==> config.mk <==
export PLATFORM = sky130hd
export DESIGN_NAME = rom_download_loader
export DESIGN_NICKNAME = d
export VERILOG_FILES = /design/src/rtl/rom_download_loader_pkg.sv /design/src/rtl/rom_port_driver.sv /design/src/rtl/rom_download_loader.sv
export SDC_FILE = /design/constraint.sdc
export NUM_CORES = 1
export LEC_CHECK = 0
export BUFFER_PORTS_ARGS = -buffer_cell sky130_fd_sc_hd__buf_2
export CAP_MARGIN = 0
export CORE_ASPECT_RATIO = 0.9
export CORE_MARGIN = 5
export CORE_UTILIZATION = 61
export DETAILED_ROUTE_END_ITERATION = 8
export PLACE_DENSITY = 0.86
export SKIP_LAST_GASP = 1
export SLEW_MARGIN = 30
export SYNTH_ARGS = -nofsm -noshare
export SYNTH_HDL_FRONTEND = slang
export SYNTH_SLANG_ARGS = --single-unit
export TNS_END_PERCENT = 100
==> constraint.sdc <==
create_clock -name clk -period 4.5 [get_ports clk]
set_input_delay 0.675 -clock clk [delete_from_list [all_inputs] [get_ports clk]]
set_output_delay 0.675 -clock clk [all_outputs]
set_load 0.05 [all_outputs]
==> src/rtl/rom_download_loader_pkg.sv <==
// Shared types and constants for the ROM download loader: FSM states,
// byte-enable codes and the captured-byte record.
package rom_download_loader_pkg;

  typedef enum logic [2:0] {
    IDLE,
    HAVE_LO,
    ISSUE,
    WAIT_ACK,
    FLUSH
  } state_t;

  // Byte enables as {hi, lo}.
  localparam logic [1:0] DS_LO   = 2'b01;
  localparam logic [1:0] DS_HI   = 2'b10;
  localparam logic [1:0] DS_WORD = 2'b11;

  // One HPS byte as captured from the ioctl bus.
  typedef struct packed {
    logic [24:0] addr;
    logic [7:0]  data;
  } byte_t;

  // Word offset inside the graphics region. The result is truncated to the
  // 23-bit port address, which drops bit 24 of the byte-level difference.
  function automatic logic [22:0] word_offset(input logic [23:0] waddr,
                                              input logic [23:0] base_waddr);
    return 23'(waddr - base_waddr);
  endfunction

endpackage

==> src/rtl/rom_port_driver.sv <==
// One SDRAM controller write port: holds the toggle request and the
// address/enable/data registers for the single outstanding write.
module rom_port_driver (
  input  logic        clk,
  input  logic        reset,
  input  logic        issue,
  input  logic [22:0] a_in,
  input  logic [1:0]  ds_in,
  input  logic [15:0] d_in,
  input  logic        ack,
  output logic        req,
  output logic        we,
  output logic [22:0] a,
  output logic [1:0]  ds,
  output logic [15:0] d,
  output logic        busy
);

  // Load a new write and flip req; the payload is frozen until the next issue.
  always_ff @(posedge clk) begin
    // NOTE: sequential state uses non-blocking assignments so every register
    // samples pre-edge values regardless of statement order.
    if (reset) begin
      // NOTE: the payload registers are reset as well because they drive
      // module outputs that must read zero out of reset.
      req <= 1'b0;
      we  <= 1'b0;
      a   <= '0;
      ds  <= '0;
      d   <= '0;
    end else if (issue) begin
      req <= ~req;
      we  <= 1'b1;
      a   <= a_in;
      ds  <= ds_in;
      d   <= d_in;
    end
  end

  assign busy = (req != ack);

endmodule

==> src/rtl/rom_download_loader.sv <==
// ROM download front end: packs HPS bytes into 16-bit words and writes
// them to SDRAM port 1 (CPU ROM) or port 2 (graphics ROM), one at a time,
// back-pressuring the HPS through ioctl_wait. GFX_BASE must be even.
module rom_download_loader
  import rom_download_loader_pkg::*;
#(
  parameter logic [7:0]  ROM_INDEX = 8'd0,
  parameter logic [24:0] GFX_BASE  = 25'h040000
) (
  input  logic        clk,
  input  logic        reset,
  input  logic        ioctl_download,
  input  logic [7:0]  ioctl_index,
  input  logic        ioctl_wr,
  input  logic [24:0] ioctl_addr,
  input  logic [7:0]  ioctl_dout,
  output logic        ioctl_wait,
  output logic        port1_req,
  input  logic        port1_ack,
  output logic        port1_we,
  output logic [22:0] port1_a,
  output logic [1:0]  port1_ds,
  output logic [15:0] port1_d,
  output logic        port2_req,
  input  logic        port2_ack,
  output logic        port2_we,
  output logic [22:0] port2_a,
  output logic [1:0]  port2_ds,
  output logic [15:0] port2_d,
  output logic        done
);

  state_t      state;
  logic [23:0] lo_waddr;
  logic [7:0]  lo_data;
  byte_t       skid;
  logic        skid_valid;

  byte_t       live;
  byte_t       src;
  logic        src_valid;
  logic        strobe;
  logic        same_word;
  logic        stray_take;

  logic        launch;
  logic [23:0] launch_waddr;
  logic [1:0]  launch_ds;
  logic [15:0] launch_d;
  logic        to_gfx;
  logic [22:0] launch_word;
  logic        busy1;
  logic        busy2;
  logic        busy;

  assign strobe     = ioctl_download && ioctl_wr && (ioctl_index == ROM_INDEX);
  assign live       = '{addr: ioctl_addr, data: ioctl_dout};
  assign same_word  = (ioctl_addr[24:1] == lo_waddr);
  assign stray_take = strobe && !skid_valid;
  assign busy       = busy1 | busy2;

  // Byte seen by IDLE: a skidded byte is served before any live strobe.
  always_comb begin
    // NOTE: every always_comb output gets a default first so no path
    // leaves it unassigned and infers a latch.
    src       = live;
    src_valid = strobe;
    if (skid_valid) begin
      src       = skid;
      src_valid = 1'b1;
    end
  end

  // Decide whether this cycle launches a write, and what it carries.
  always_comb begin
    launch       = 1'b0;
    launch_waddr = lo_waddr;
    launch_ds    = DS_LO;
    launch_d     = {8'h00, lo_data};
    case (state)
      IDLE: begin
        if (src_valid && src.addr[0]) begin
          launch       = 1'b1;
          launch_waddr = src.addr[24:1];
          launch_ds    = DS_HI;
          launch_d     = {src.data, 8'h00};
        end
      end
      HAVE_LO: begin
        if (strobe) begin
          launch = 1'b1;
          if (ioctl_addr[0] && same_word) begin
            launch_ds = DS_WORD;
            launch_d  = {ioctl_dout, lo_data};
          end
        end else if (!ioctl_download) begin
          launch = 1'b1;
        end
      end
      default: ;
    endcase
  end

  assign to_gfx      = (launch_waddr >= GFX_BASE[24:1]);
  assign launch_word = to_gfx ? word_offset(launch_waddr, GFX_BASE[24:1])
                              : launch_waddr[22:0];

  // Packing/issue FSM with registered ioctl_wait and done.
  always_ff @(posedge clk) begin
    if (reset) begin
      state      <= IDLE;
      lo_waddr   <= '0;
      lo_data    <= '0;
      skid       <= '0;
      skid_valid <= 1'b0;
      ioctl_wait <= 1'b0;
      done       <= 1'b0;
    end else begin
      done <= 1'b0;
      if (stray_take && (state == ISSUE || state == WAIT_ACK)) begin
        skid       <= live;
        skid_valid <= 1'b1;
      end
      case (state)
        IDLE: begin
          skid_valid <= 1'b0;
          ioctl_wait <= 1'b0;
          if (src_valid) begin
            if (src.addr[0]) begin
              state      <= ISSUE;
              ioctl_wait <= 1'b1;
            end else begin
              lo_waddr <= src.addr[24:1];
              lo_data  <= src.data;
              state    <= HAVE_LO;
            end
          end
        end
        HAVE_LO: begin
          if (strobe) begin
            ioctl_wait <= 1'b1;
            if (ioctl_addr[0] && same_word) begin
              state <= ISSUE;
            end else begin
              // The pending lo goes out alone; this byte waits in the skid.
              skid       <= live;
              skid_valid <= 1'b1;
              state      <= FLUSH;
            end
          end else if (!ioctl_download) begin
            ioctl_wait <= 1'b1;
            state      <= ISSUE;
          end
        end
        ISSUE: begin
          ioctl_wait <= 1'b1;
          state      <= WAIT_ACK;
        end
        WAIT_ACK: begin
          if (!busy) begin
            state      <= IDLE;
            ioctl_wait <= skid_valid || stray_take;
            done       <= !ioctl_download && !skid_valid;
          end
        end
        FLUSH: begin
          if (!busy) begin
            state <= IDLE;
          end
        end
        default: state <= IDLE;
      endcase
    end
  end

  rom_port_driver u_port1 (
    .clk   (clk),
    .reset (reset),
    .issue (launch && !to_gfx),
    .a_in  (launch_word),
    .ds_in (launch_ds),
    .d_in  (launch_d),
    .ack   (port1_ack),
    .req   (port1_req),
    .we    (port1_we),
    .a     (port1_a),
    .ds    (port1_ds),
    .d     (port1_d),
    .busy  (busy1)
  );

  rom_port_driver u_port2 (
    .clk   (clk),
    .reset (reset),
    .issue (launch && to_gfx),
    .a_in  (launch_word),
    .ds_in (launch_ds),
    .d_in  (launch_d),
    .ack   (port2_ack),
    .req   (port2_req),
    .we    (port2_we),
    .a     (port2_a),
    .ds    (port2_ds),
    .d     (port2_d),
    .busy  (busy2)
  );

endmodule

==> run_results.csv <==
group,metric,value,unit
routing,drt-initial-drc-count,957,
die,num_rows,38,
global_routing,grt_usage,28.2,%
layout,synthToLayoutAreaGrowth,17.8,%
placed_design,gp_congestion,0.956,
layout,antenna_cells,0,
global_routing,grt_pass1_vias,6364,
timing,rsz0062_at_grt,"no",
logic_synthesis,ys_seq_area_share,41.3,%
logic_synthesis,synth-main-ff-cell,"dfxtp_1",
clock_tree,root_buffer,"clkbuf_16",
timing,setup_viol,0,
global_routing,grt_overflow,0,
placed_design,place_area,8300,µm²
pwr,leakagePower,3.41,nW
clock_tree,hold_buffers,0,
clock_tree,post-cts-setup-buffers,0,
pwr,peakVddDrop,0.000271,V
timing,fin_crit,3540,ps
setup_path,worstPathCellList,"mux2i_1, nand2b_1, nor2_2, buf_4, a21oi_1, inv_1, ha_1, o21ai_0, xor2_1, nand2_1, a311oi_1",
clock_tree,cts_buffers,17,
setup_path,cp.buffers_inverters,2,
logic_synthesis,synth_nets,904,
clock_tree,cts.sinks,157,
logic_synthesis,ys_warn_count,0,
logic_synthesis,synth-seq-cells,157,
layout,nFillCells,874,
layout,layout-drive-gt1-share,21.0,%
placed_design,io_buffers,134,
setup_path,critical_path_class,"flip-flop to flip-flop",
setup_path,worst-path-max-fanout,38,
die,io_pins,135,
setup_path,worstPathArrival,3880,ps
timing,fin_crit_sh,78.6,%
logic_synthesis,synth_area_per_cell,8.89,µm²
logic_synthesis,syn_inst,856,
run_status,outcome,"finished clean",
clock_tree,clock_latency,430,ps
setup_path,critPathLaunchType,"flip-flop",
min_path,worstHoldPathType,"flip-flop to flip-flop",
clock_tree,cts_tree,"done",
die,die_x,128,µm
setup_path,cp.required,4840,ps
timing,tns,0,ps
layout,nNetsFinal,995,
routing,avgRoutedWirePerCell,19.0,µm
timing,tightestPinTransition,992,ps
pwr,p_total,3.10,mW
global_routing,antenna_found_initial,0,
routing,vias_per_cell,6.46,
logic_synthesis,netlist_area,7610,µm²
die,die_h,116,µm
layout,finalInstanceArea,8960,µm²
setup_path,cp_top_family,"flip-flops",
die,die-area,14800,µm²
layout,final_common_cell,"dfxtp_1",
timing,hold_viol_final,0,
routing,vias,7233,
layout,mostFrequentLayoutCells,"156 x dfxtp_1, 133 x buf_2, 89 x nand3_1",
die,start_util,62.7,%
logic_synthesis,synth_edf_count,0,
global_routing,grt_max_degree,68,
timing,clock_skew,12.1,ps
pwr,power_density,346,nW/µm²
clock_tree,htreeDepth,4,
routing,antenna_left,0,
routing,dr.pass1.iters,5,
setup_path,critPathCaptureType,"flip-flop",
clock_tree,clk_path_buf_depth,2,
logic_synthesis,async_flop_share,0,%
die,core_area,12100,µm²
global_routing,grt_pass1_wl,33400,µm
routing,drc,0,
setup_path,crit_path_top_delay_cell,"dfxtp_2",
timing,slew_violations,0,
logic_synthesis,yosysUniqueCellTypes,53,
timing,slew_headroom,33.9,%
layout,regArea,3140,µm²
clock_tree,clkTransAtPathRegs,70,ps
flow_run,drv_cap,0,
setup_path,cpPeakStageDelay,860,ps
layout,multi_input_area,4110,µm²
timing,fmax,283,MHz
routing,totalWireLength,21300,µm
clock_tree,cts.repair.resized,0,
placed_design,place_hpwl,14700,µm
==> cells by family after synthesis <==
logic type	after synthesis	synth area share, %
simple gates	309	22.3
compound gates	200	19.0
flops	157	41.3
buf+inv	93	5.08
mux	66	8.69
xor+xnor	30	3.45
fa+ha+maj	1	0.164
==> worst paths after layout <==
| kind | from | cells after the start | end | slack, ps |
|---|---|---|---|---|
| max | skid_valid | 11 | u_port2.a[21] | 960 |
| min reg2reg | u_port2.a[2] | 2 | u_port2.a[2] | 460 |
| min | u_port2.a[2] | 2 | u_port2.a[2] | 460 |
| max reg2reg | skid_valid | 11 | u_port2.a[21] | 960 |
==> synthesized netlist by cell type (8+ instances only) <==
library cell	instances	share of area, %
a211oi_1	51	5.0
a21oi_1	61	4.0
a41oi_1	8	0.92
buf_2	24	1.6
clkbuf_1	48	2.4
dfxtp_1	157	41
inv_1	12	0.59
mux2i_1	66	8.7
nand2_1	11	0.54
nand2b_1	71	5.8
nand3_1	89	5.9
nand4_1	18	1.5
nor2_1	50	2.5
nor3_1	38	2.5
nor3b_1	8	0.79
o221ai_1	36	4.1
o41ai_1	8	0.92
xnor2_1	27	3.1
==> routing by layer <==
metal | up-vias | GRT usage [%] | part of all wire [%]
met5 | - | 0 | 0
met3 | 33 | 6.73 | 11
met2 | 405 | 42.0 | 43
met1 | 3418 | 41.2 | 44
met4 | 0 | 7.78 | 1.4
li1 | 3377 | - | -
==> power by group <==
part / internal [mW] / switching (mW) / leakage, nW
clock: 0.957 / 0.615 / 0.308
sequential: 1.39 / 0.000432 / 1.26
combinational: 0.0510 / 0.0893 / 1.84
total: 2.40 / 0.705 / 3.41
==> area by class of cell <==
| type | count | share of cell area, % |
|---|---|---|
| clock inverter | 14 | 2.29 |
| sequential | 157 | 35.1 |
| timing repair buffer | 153 | 9.11 |
| inverter | 12 | 0.503 |
| clock buffer | 18 | 4.90 |
| tap | 160 | 2.23 |
| multi-input combinational | 606 | 45.9 |
==> state kept, by name, indices dropped and copies added, names as in the netlist <==
| register | count |
|---|---|
| skid_valid | 1 |
| lo_waddr | 24 |
| state | 3 |
| ioctl_wait | 1 |
| skid | 33 |
| u_port2.d | 16 |
| u_port2.req | 1 |
| u_port1.d | 16 |
| lo_data | 8 |
| u_port1.ds | 2 |
| u_port2.ds | 2 |
| u_port2.we | 1 |
| u_port1.a | 23 |
| u_port1.req | 1 |
| u_port1.we | 1 |
| done | 1 |
| u_port2.a | 23 |
==> through the flow <==
step / instances / hold slack (ps) / worst slack, ps / util (%)
after global routing: 1120 / 478 / 743 / 73.9
after detailed placement: 1088 / 454 / 1000 / 68.5
final: 1120 / 459 / 963 / 73.9
after CTS: 1120 / 461 / 1060 / 73.8
after floorplan: 856 / 452 / 1580 / -
after global placement: 1088 / 448 / 1060 / 68.5
==> tightest hold or removal path: stages (launching register included) <==
cell and delay [ps]:
dfxtp_1 310, nand3_1 60, a21oi_1 50
Power figures use the tool's default switching activity.
